## config.mk

```make
export PLATFORM = sky130hd
export DESIGN_NAME = seq_divider32
export DESIGN_NICKNAME = d
export VERILOG_FILES = /design/src/rtl/seq_divider32.sv
export SDC_FILE = /design/constraint.sdc
export NUM_CORES = 1
export LEC_CHECK = 0
export ABC_AREA = 1
export BUFFER_PORTS_ARGS = -buffer_cell sky130_fd_sc_hd__buf_2
export CORE_MARGIN = 3
export CORE_UTILIZATION = 55
export CTS_CLUSTER_SIZE = 20
export DETAILED_ROUTE_END_ITERATION = 8
export PLACE_DENSITY = 0.8
export SLEW_MARGIN = 5
export SYNTH_ARGS = -nofsm -noshare
export SYNTH_HDL_FRONTEND = slang
export SYNTH_HIERARCHICAL = 1
export SYNTH_SLANG_ARGS = --single-unit
```

## constraint.sdc

```tcl
create_clock -name clk -period 3 [get_ports clk]
set_input_delay 0.15 -clock clk [delete_from_list [all_inputs] [get_ports clk]]
set_output_delay 0.15 -clock clk [all_outputs]
set_load 0.005 [all_outputs]
```

## src/rtl/seq_divider32.sv

```systemverilog
// Multi-cycle 32-bit restoring divider for MIPS DIV/DIVU: quotient to lo, remainder to hi.
// Fixed 33-edge latency from start acceptance to the done pulse, divide-by-zero included.

module seq_divider32_sub #(
  parameter int unsigned WIDTH = 32
) (
  input  logic [WIDTH-1:0] i_a,
  input  logic [WIDTH-1:0] i_b,
  input  logic             i_cin,
  output logic [WIDTH-1:0] o_diff,
  output logic             o_cout
);
  // a - b as a + ~b + cin; cout=1 means no borrow when cin=1
  logic [WIDTH:0] w_sum;

  assign w_sum  = {1'b0, i_a} + {1'b0, ~i_b} + (WIDTH+1)'(i_cin);
  assign o_diff = w_sum[WIDTH-1:0];
  assign o_cout = w_sum[WIDTH];
endmodule

module seq_divider32 #(
  parameter int unsigned WIDTH = 32,
  parameter int unsigned CNT_W = 5
) (
  input  logic             clk,
  input  logic             reset,
  input  logic             start,
  input  logic             is_signed,
  input  logic [WIDTH-1:0] dividend,
  input  logic [WIDTH-1:0] divisor,
  output logic             busy,
  output logic             done,
  output logic             div_zero,
  output logic [WIDTH-1:0] lo,
  output logic [WIDTH-1:0] hi
);

  localparam logic [CNT_W-1:0] LAST_CNT = CNT_W'(WIDTH - 1);

  typedef enum logic [1:0] {
    S_IDLE = 2'd0,
    S_RUN  = 2'd1,
    S_FIX  = 2'd2
  } state_t;

  state_t           r_state;
  logic [CNT_W-1:0] r_cnt;
  logic [WIDTH-1:0] r_q;
  logic [WIDTH-1:0] r_r;
  logic [WIDTH-1:0] r_d;
  logic [WIDTH-1:0] r_dvd;
  logic             r_neg_q;
  logic             r_neg_r;
  logic             r_dz;
  logic             r_busy;
  logic             r_done;
  logic             r_div_zero;
  logic [WIDTH-1:0] r_lo;
  logic [WIDTH-1:0] r_hi;

  logic             w_a_neg;
  logic             w_b_neg;
  logic [WIDTH-1:0] w_abs_a;
  logic [WIDTH-1:0] w_abs_b;
  logic [WIDTH:0]   w_p;
  logic [WIDTH-1:0] w_diff;
  logic             w_cout;
  logic             w_ok;
  logic [WIDTH-1:0] w_r_next;
  logic [WIDTH-1:0] w_q_next;
  logic [WIDTH-1:0] w_lo_fix;
  logic [WIDTH-1:0] w_hi_fix;
  logic             w_accept;

  // Operand magnitudes; |0x80000000| stays 0x80000000 as an unsigned value
  assign w_a_neg = is_signed & dividend[WIDTH-1];
  assign w_b_neg = is_signed & divisor[WIDTH-1];
  assign w_abs_a = w_a_neg ? (~dividend + WIDTH'(1)) : dividend;
  assign w_abs_b = w_b_neg ? (~divisor + WIDTH'(1)) : divisor;

  // A start coinciding with done is dropped; the next one is taken a cycle later
  assign w_accept = (r_state == S_IDLE) & start & ~r_done;

  // One restoring step: shift in the next dividend bit, trial-subtract the divisor
  assign w_p = {r_r, r_q[WIDTH-1]};

  seq_divider32_sub #(
    .WIDTH (WIDTH)
  ) u_sub (
    .i_a    (w_p[WIDTH-1:0]),
    .i_b    (r_d),
    .i_cin  (1'b1),
    .o_diff (w_diff),
    .o_cout (w_cout)
  );

  assign w_ok     = w_p[WIDTH] | w_cout;
  assign w_r_next = w_ok ? w_diff : w_p[WIDTH-1:0];
  assign w_q_next = {r_q[WIDTH-2:0], w_ok};

  // Sign correction for truncating division; remainder follows the dividend sign
  assign w_lo_fix = r_dz ? '1    : (r_neg_q ? (~r_q + WIDTH'(1)) : r_q);
  assign w_hi_fix = r_dz ? r_dvd : (r_neg_r ? (~r_r + WIDTH'(1)) : r_r);

  always_ff @(posedge clk) begin
    if (reset) begin
      r_state    <= S_IDLE;
      r_cnt      <= '0;
      r_q        <= '0;
      r_r        <= '0;
      r_d        <= '0;
      r_dvd      <= '0;
      r_neg_q    <= 1'b0;
      r_neg_r    <= 1'b0;
      r_dz       <= 1'b0;
      r_busy     <= 1'b0;
      r_done     <= 1'b0;
      r_div_zero <= 1'b0;
      r_lo       <= '0;
      r_hi       <= '0;
    end else begin
      r_done <= 1'b0;
      unique case (r_state)
        S_IDLE: begin
          if (w_accept) begin
            r_q     <= w_abs_a;
            r_r     <= '0;
            r_d     <= w_abs_b;
            r_dvd   <= dividend;
            r_neg_q <= w_a_neg ^ w_b_neg;
            r_neg_r <= w_a_neg;
            r_dz    <= (divisor == '0);
            r_cnt   <= '0;
            r_busy  <= 1'b1;
            r_state <= S_RUN;
          end
        end
        S_RUN: begin
          r_q <= w_q_next;
          r_r <= w_r_next;
          if (r_cnt == LAST_CNT) begin
            r_state <= S_FIX;
          end else begin
            r_cnt <= r_cnt + CNT_W'(1);
          end
        end
        S_FIX: begin
          r_lo       <= w_lo_fix;
          r_hi       <= w_hi_fix;
          r_div_zero <= r_dz;
          r_done     <= 1'b1;
          r_busy     <= 1'b0;
          r_state    <= S_IDLE;
        end
        default: begin
          r_state <= S_IDLE;
          r_busy  <= 1'b0;
        end
      endcase
    end
  end

  assign busy     = r_busy;
  assign done     = r_done;
  assign div_zero = r_div_zero;
  assign lo       = r_lo;
  assign hi       = r_hi;

endmodule
```

==> results of run 1 <==
==> kinds of logic after synthesis <==
family / count (synthesis) / synth area share
other: 1 / 0.000263
AO/OA/AOI/OAI: 401 / 0.154
flip-flops: 205 / 0.288
buffers and inverters: 486 / 0.132
XOR/XNOR: 48 / 0.0295
adder cells (fa/ha/maj): 39 / 0.0353
AND/OR/NAND/NOR: 1220 / 0.361
==> power groups by stage <==
stage | sequential, mW | combinational [mW] | clock [mW]
6_report | 3.34 | 7.56 | 2.88
5_1_grt | 3.36 | 8.33 | 2.99
4_1_cts | 3.32 | 7.26 | 2.90
3_5_place_dp | 3.38 | 7.19 | 0
3_3_place_gp | 3.37 | 7.06 | 0
2_1_floorplan | 3.23 | 5.26 | 0
==> final cells by class <==
class | instances | area (µm²)
Timing Repair Buffer | 191 | 1180
Fill cell | 2397 | 9090
Tap cell | 330 | 413
Clock inverter | 11 | 119
Multi-Input combinational cell | 1709 | 8280
Inverter | 397 | 1490
Clock buffer | 31 | 646
Sequential cell | 205 | 4100
==> worst reg2reg max path, cell delays in order, from the launching register on <==
cell and delay [ns]:
dfxtp_1 0.34, inv_1 0.06, fa_1 0.47, fa_2 0.38, inv_1 0.10, nand3_1 0.07, nand3_1 0.10, nand2_1 0.09
a21oi_2 0.15, nor2_1 0.08, o21ai_2 0.17, nor2_4 0.09, buf_4 0.19, a21oi_1 0.13, o21ai_0 0.10, a21oi_1 0.17
==> cells in the mapped netlist, drive strengths merged <==
cell type    n
nand2      661
inv        395
nor2       268
nand3      210
dfxtp      205
a21oi      160
o21ai      154
clkbuf      52
xor2        45
nand4       40
buf         37
ha          37
a31oi       29
nor3        28
o22ai       17
a211oi      12
o221ai      11
o211ai       7
nand3b       4
nor4         4
o21bai       3
o31ai        3
xnor2        3
and2         2
clkinv       2
fa           2
or2          2
a21o         1
a221oi       1
a22o         1
a2bb2oi      1
a31o         1
conb         1
nor2b        1
==> how the worst max path moves through the flow <==
stage,slack [ns],start,cells past startpoint,end
floorplan,0.39,r_q[31],15,r_r[10]
global placement,0.28,r_q[31],15,r_r[10]
detailed placement,0.17,r_q[31],15,r_r[30]
CTS,0.14,r_q[31],15,r_r[30]
global route,0.01,r_q[31],15,r_r[30]
finish,0.23,r_q[31],15,r_r[3]
==> cell usage in the layout, fill, tap and decap left out, types with 4 or more instances in the layout <==
master and count:
a211oi_1 12, a21oi_1 159, a31oi_1 29, buf_2 133
buf_4 30, clkbuf_1 4, clkbuf_16 23, clkbuf_8 4
clkinv_2 5, dfxtp_1 205, dlygate4sd3_1 27, ha_1 37
inv_1 388, inv_2 8, nand2_1 652, nand2_2 8
nand3_1 202, nand3_2 8, nand3b_1 4, nand4_1 40
nor2_1 253, nor2_2 10, nor2_4 5, nor3_1 28
nor4_1 4, o211ai_1 7, o21ai_0 145, o21ai_1 7
o221ai_1 11, o22ai_1 17, xor2_1 45
==> metal layers <==
metal / vias to the layer above / track usage / share of wire
met2: 954 / 0.511 / 0.42
met1: 7382 / 0.499 / 0.43
met3: 118 / 0.0586 / 0.12
met5: - / 0 / 0.00026
met4: 2 / 0.103 / 0.034
li1: 7930 / - / -
==> repair_timing <==
action	4_1_cts	5_1_grt
endpoints found under the hold margin	29	0
hold buffers	27	0
gates resized for setup	0	2
setup endpoints to repair	0	20
==> registers in the layout, summed over array words and instances (netlist names) <==
register  flops
r_neg_r       1
r_dvd        32
done          1
r_dz          1
r_neg_q       1
lo           32
busy          1
r_d          32
hi           32
r_state       2
r_q          32
r_cnt         5
r_r          32
div_zero      1
==> metrics by stage <==
step,worst slack [ns],utilization
floorplan,0.386,-
global placement,0.278,0.600
detailed placement,0.170,0.600
CTS,0.140,0.641
global route,0.0124,0.641
finish,0.234,0.641
==> results.md, run 1 <==
- Outcome: complete, no violations
- Top delay family on crit path: adder cells
- TritonCTS Buffers: 23
- Layout cell share with drive strength beyond 1: 0.0975
- Gr usage total: 0.340
- Hold_sp: dividend[9]
- Die height: 167 µm
- Max Root-Sink Buffers: 3
- Reg power frac: 0.242
- Clk_lat worst skew: approximately 0.52 ns
- # IOs: roughly 140
- Cells after synthesis: around 2,400
- Syn_area_per_cell: approximately 5.9 µm²
- Die width: approximately 170 µm
- Vias: between 15,000 and 20,000
- WL final: between 40,000 and 50,000 µm
- Clk sinks: 205
- # Max-Cap Violations: 0
- Clk_skew: about 0.011 ns
- Clock power frac: 0.209
- Number of synthesized register bits: 205
- Worst-margin pin slew: ~0.87 ns
- Grt total ovfl: 0
- Syn Std Cell Area: between 0.01 and 0.015 mm²
- Total power: about 14 mW
- GP Congestion: between 0.9 and 1
- Cell Int Power: approximately 7.1 mW
- Drt wl/cell: between 15 and 20 µm
- Reg-to-reg startpoint: r_q[31]
- Max-slew violations: 0
- # H-tree levels: 1
- Post-CTS Setup Repair Bufs: 0
- Fmax: about 360 MHz
- CP startpoint kind: register
- CP required: 3.44 ns
- Crit-path max FO: 9
- Largest net degree at the start of global routing: 62
- Fin crit share: 0.922
- Worst Path Arrival: 3.21 ns
- Worst Setup End Kind: register
- Net Sw Power: 6.71 mW
- TNS Setup: 0 ns
- Initial antenna violation count: 1
- DR pass1 iterations: 6
- Dpl hpwl: 38,600 µm
- Period minus WS final: around 2.8 ns
- Global-route wire length before repair: approximately 78,000 µm
- CP bufs+invs: 3
- Slowest cell on crit path: fa_1
- Worst reg-to-reg setup slack: ~0.23 ns
- Yosys warns: 6
- Non-Filler Instances: 2,874
- Yosys top cell area share: 0.288
- Clock Pin Slew Worst Setup and Hold Paths: roughly 0.060 ns
- Synth area leader: dfxtp_1
- Critical path's largest stage delay: ~0.47 ns
- Number of cells on the worst hold path: 3
- Worst flop-to-flop path endpoint: r_r[3]
- Slew HR: 0.418
- Placement Rows: just under 60
- Initial core utilization: 0.563
- Drt drc: 0
- Post-Syn Nets: about 2,500
- Cells after DPL: ~2,800
- DRT antenna net count: 0
- Ant diodes: 0
- Comb pwr share: 0.549
- Post-Layout Inst Area: roughly 0.016 mm²
- Post-DP Area: 0.0152 mm²
- CTS root buf: clkbuf_16
- Max VDD drop: 580 µV
- Sequential area share after synthesis: 0.288
- Area Overhead vs Synth: 13.9%
- Layout net count: between 2,000 and 3,000
- Die area: 0.0279 mm²
- Final hold violation count: 0
- Crit Path Class: reg -> reg
- Via-to-Cell Ratio: 5.70
- Worst min path class: in -> reg
- Hold EP: r_dvd[9]
- Top post-synthesis cells by area: dfxtp_1 29%, nand2_1 17%, inv_1 10%
- CTS tree: built
- Final setup vio count: 0
- Worst slack on hold paths: about 0.0038 ns
- Leakage: about 8.4 nW
- DRT iter0 DRCs: about 2,100
- P per Cell Area: roughly 850 mW/mm²
- Core ar.: between 0.02 and 0.03 mm²
- Vias in the first global route: about 15,000
- Switching Share: 0.487
- Unrepaired setup endpoints after global routing: false
- Worst reg2reg path depth: 15
- CP cell instances: inv_1 > fa_1 > fa_2 > inv_1 > nand3_1 > nand3_1 > nand2_1 > a21oi_2 > nor2_1 > o21ai_2 > nor2_4 > buf_4 > a21oi_1 > o21ai_0 > a21oi_1
- PortBufs: 134
- Synth cell types: 47
Power figures use the tool's default switching activity.
==> run 2: changes to the inputs <==
Settings changed: CORE_UTILIZATION 55 to 43, PLACE_DENSITY 0.8 to 0.66.
==> run 2 against run 1 <==
First-iteration DRC count is 27% lower. Sequential cell count unchanged. Global-route usage fell by 5.1 points. Fmax grew 2.0%. Final cell count increased by 4.0%. Sequential power fell by 1%. Non-clock buffer count increased by 3. Routed wire length grew 5.6%. Via count decreased by 2.5%. Largest power group unchanged. Clock power down 2%. Critical path type unchanged.
==> results.md, run 2 (synthesis results as in run 1) <==
- Outcome: complete, no violations (unchanged)
- CP startpoint kind: register (unchanged)
- Largest net degree at the start of global routing: 118 (was 62)
- DRT iter0 DRCs: 1,522 (was 2,096)
- Core ar.: 0.0326 mm² (was 0.0253 mm²)
- Ant diodes: 0 (unchanged)
- Drt drc: 0 (unchanged)
- # H-tree levels: 1 (unchanged)
- Worst Path Arrival: 3.09 ns (was 3.21 ns)
- Filler cells: 3,477 (was 2,397)
- Placement Rows: 66 (was 58)
- Worst min path class: in -> reg (unchanged)
- Max Root-Sink Buffers: 3 (unchanged)
- Worst Setup End Kind: register (unchanged)
- Final setup vio count: 0 (unchanged)
- Period minus WS final: 2.71 ns (was 2.77 ns)
- Most frequent cells in the layout: 652 x nand2_1, 388 x inv_1, 253 x nor2_1 (unchanged)
- Total power: 13.6 mW (was 13.8 mW)
- Clk sinks: 205 (unchanged)
- Post-Layout Inst Area: 0.0164 mm² (was 0.0162 mm²)
- Dpl hpwl: 41,100 µm (was 38,600 µm)
- Initial core utilization: 0.437 (was 0.563)
- Post-DP Area: 0.0154 mm² (was 0.0152 mm²)
- Drt wl/cell: 17.7 µm (was 17.4 µm)
- GP Congestion: 0.959 (was 0.990)
- Most used cell, CP: nor2_1
- Die width: 188 µm (was 167 µm)
- Clk_lat worst skew: 0.53 ns (was 0.52 ns)
- DRT antenna net count: 0 (unchanged)
- CP required: 3.38 ns (was 3.44 ns)
- Commonest non-fill, non-tap cell in the layout: nand2_1 (unchanged)
- CP bufs+invs: 3 (unchanged)
- Via-to-Cell Ratio: 5.35 (was 5.70)
- Post-CTS Setup Repair Bufs: 0 (unchanged)
- TNS Setup: 0 ns (unchanged)
- Die area: 0.0354 mm² (was 0.0279 mm²)
- Top delay family on crit path: adder cells (unchanged)
- Fin crit share: 0.904 (was 0.922)
- Non-Filler Instances: 2,988 (was 2,874)
- Leakage: 8.36 nW (was 8.35 nW)
- P per Cell Area: 832 mW/mm² (was 848 mW/mm²)
- Max-slew violations: 0 (unchanged)
- Unrepaired setup endpoints after global routing: false (unchanged)
- Gr usage total: 0.289 (was 0.340)
- Area Overhead vs Synth: 15.1% (was 13.9%)
- Grt total ovfl: 0 (unchanged)
- Worst-margin pin slew: 0.718 ns (was 0.871 ns)
- Cells after DPL: 2,920 (was 2,805)
- Vias in the first global route: 14,700 (was 14,500)
- Slew HR: 0.520 (was 0.418)
- Crit-path max FO: 64 (was 9)
- Vias: 16,000 (was 16,400)
- WL final: 52,700 µm (was 50,000 µm)
- # IOs: 135 (unchanged)
- DR pass1 iterations: 8 (was 6)
- Slowest cell on crit path: fa_2 (was fa_1)
- Multi-input logic area: 0.00828 mm² (about the same)
- Die height: 188 µm (was 167 µm)
- Critical path's largest stage delay: 0.41 ns (was 0.47 ns)
- CTS root buf: clkbuf_16 (unchanged)
- Global-route wire length before repair: 81,800 µm (was 77,600 µm)
- Initial antenna violation count: 2 (was 1)
- Clk_skew: 0.0162 ns (was 0.0112 ns)
- Layout cell share with drive strength beyond 1: 0.0986 (was 0.0975)
- FF/Latch Area: 0.00410 mm² (unchanged)
- Final hold violation count: 0 (unchanged)
- Crit Path Class: reg -> reg (unchanged)
- TritonCTS Buffers: 24 (was 23)
- CTS tree: built (unchanged)
- CP cell instances: inv_1 > fa_2 > fa_2 > inv_1 > nand3_1 > nand3_1 > nand2_1 > a21oi_2 > nor2_1 > o21ai_2 > nor2_4 > buf_12 > nor2_1 > nor2_1 > o21ai_0 > a21oi_1 (was inv_1 > fa_1 > fa_2 > inv_1 > nand3_1 > nand3_1 > nand2_1 > a21oi_2 > nor2_1 > o21ai_2 > nor2_4 > buf_4 > a21oi_1 > o21ai_0 > a21oi_1)
- Clock Pin Slew Worst Setup and Hold Paths: 0.06 ns (about the same)
- # Max-Cap Violations: 0 (unchanged)
- Layout net count: 2,638 (was 2,634)
- Fmax: 369 MHz (was 362 MHz)
- PortBufs: 134 (unchanged)
- Max VDD drop: 723 µV (was 580 µV)
[run 2: cell types whose count changed in the layout (fill, tap and decap cells not counted), sizes merged]
cell,previous run,this run
inv,398,396
clkinvlp,1,2
buf,164,167
bufinv,2,0
clkbuf,31,33
[run 2: final timing paths]
kind	start	endpoint	slack [ns]	cells past startpoint
max	r_q[31]	r_r[0]	0.29	16
min	divisor[25]	r_d[25]	0.01	5
max reg2reg	r_q[31]	r_r[0]	0.29	16
min reg2reg	r_dvd[20]	r_dvd[20]	0.47	2
[run 2: final cells by class]
type / instances / share of cell area
Multi-Input combinational cell: 1709 / 0.505
Sequential cell: 205 / 0.250
Inverter: 397 / 0.0909
Timing Repair Buffer: 194 / 0.0742
Clock buffer: 33 / 0.0424
Tap cell: 442 / 0.0337
Clock inverter: 8 / 0.00321
[run 2: worst register-to-register path: cells and delay by family, from the launching register on]
family                   cells  cell delay [ns]
adder cells (fa/ha/maj)      2             0.79
AND/OR/NAND/NOR              7             0.59
AO/OA/AOI/OAI                4             0.51
buffers and inverters        3             0.35
flip-flops                   1             0.33
[run 2: power breakdown]
part,switching [mW],total (mW),internal (mW)
combinational,5.18,7.52,2.34
sequential,0.316,3.30,2.98
clock,1.20,2.82,1.62
total,6.69,13.6,6.94
[run 2: metal layers]
metal | vias up | global-route usage | share of wire
met2 | 658 | 0.454 | 0.43
li1 | 7924 | - | -
met4 | 4 | 0.109 | 0.042
met3 | 111 | 0.0557 | 0.084
met5 | - | 0 | 0.00051
met1 | 7287 | 0.395 | 0.44
[run 2: repair_timing]
item | in CTS | in global routing
hold buffers | 27 | 0
gates resized for setup | 0 | 3
hold endpoints to repair | 28 | 0
setup endpoints to repair | 0 | 33
[run 2: metrics by stage]
| stage | utilization | setup slack, ns | hold slack [ns] |
|---|---|---|---|
| after floorplan | - | 0.386 | 0.295 |
| after global placement | 0.471 | 0.153 | 0.441 |
| after detailed placement | 0.471 | 0.123 | 0.460 |
| after CTS | 0.502 | 0.120 | 0.000870 |
| after global routing | 0.503 | 0.0245 | 0.0263 |
| final | 0.503 | 0.288 | 0.0146 |
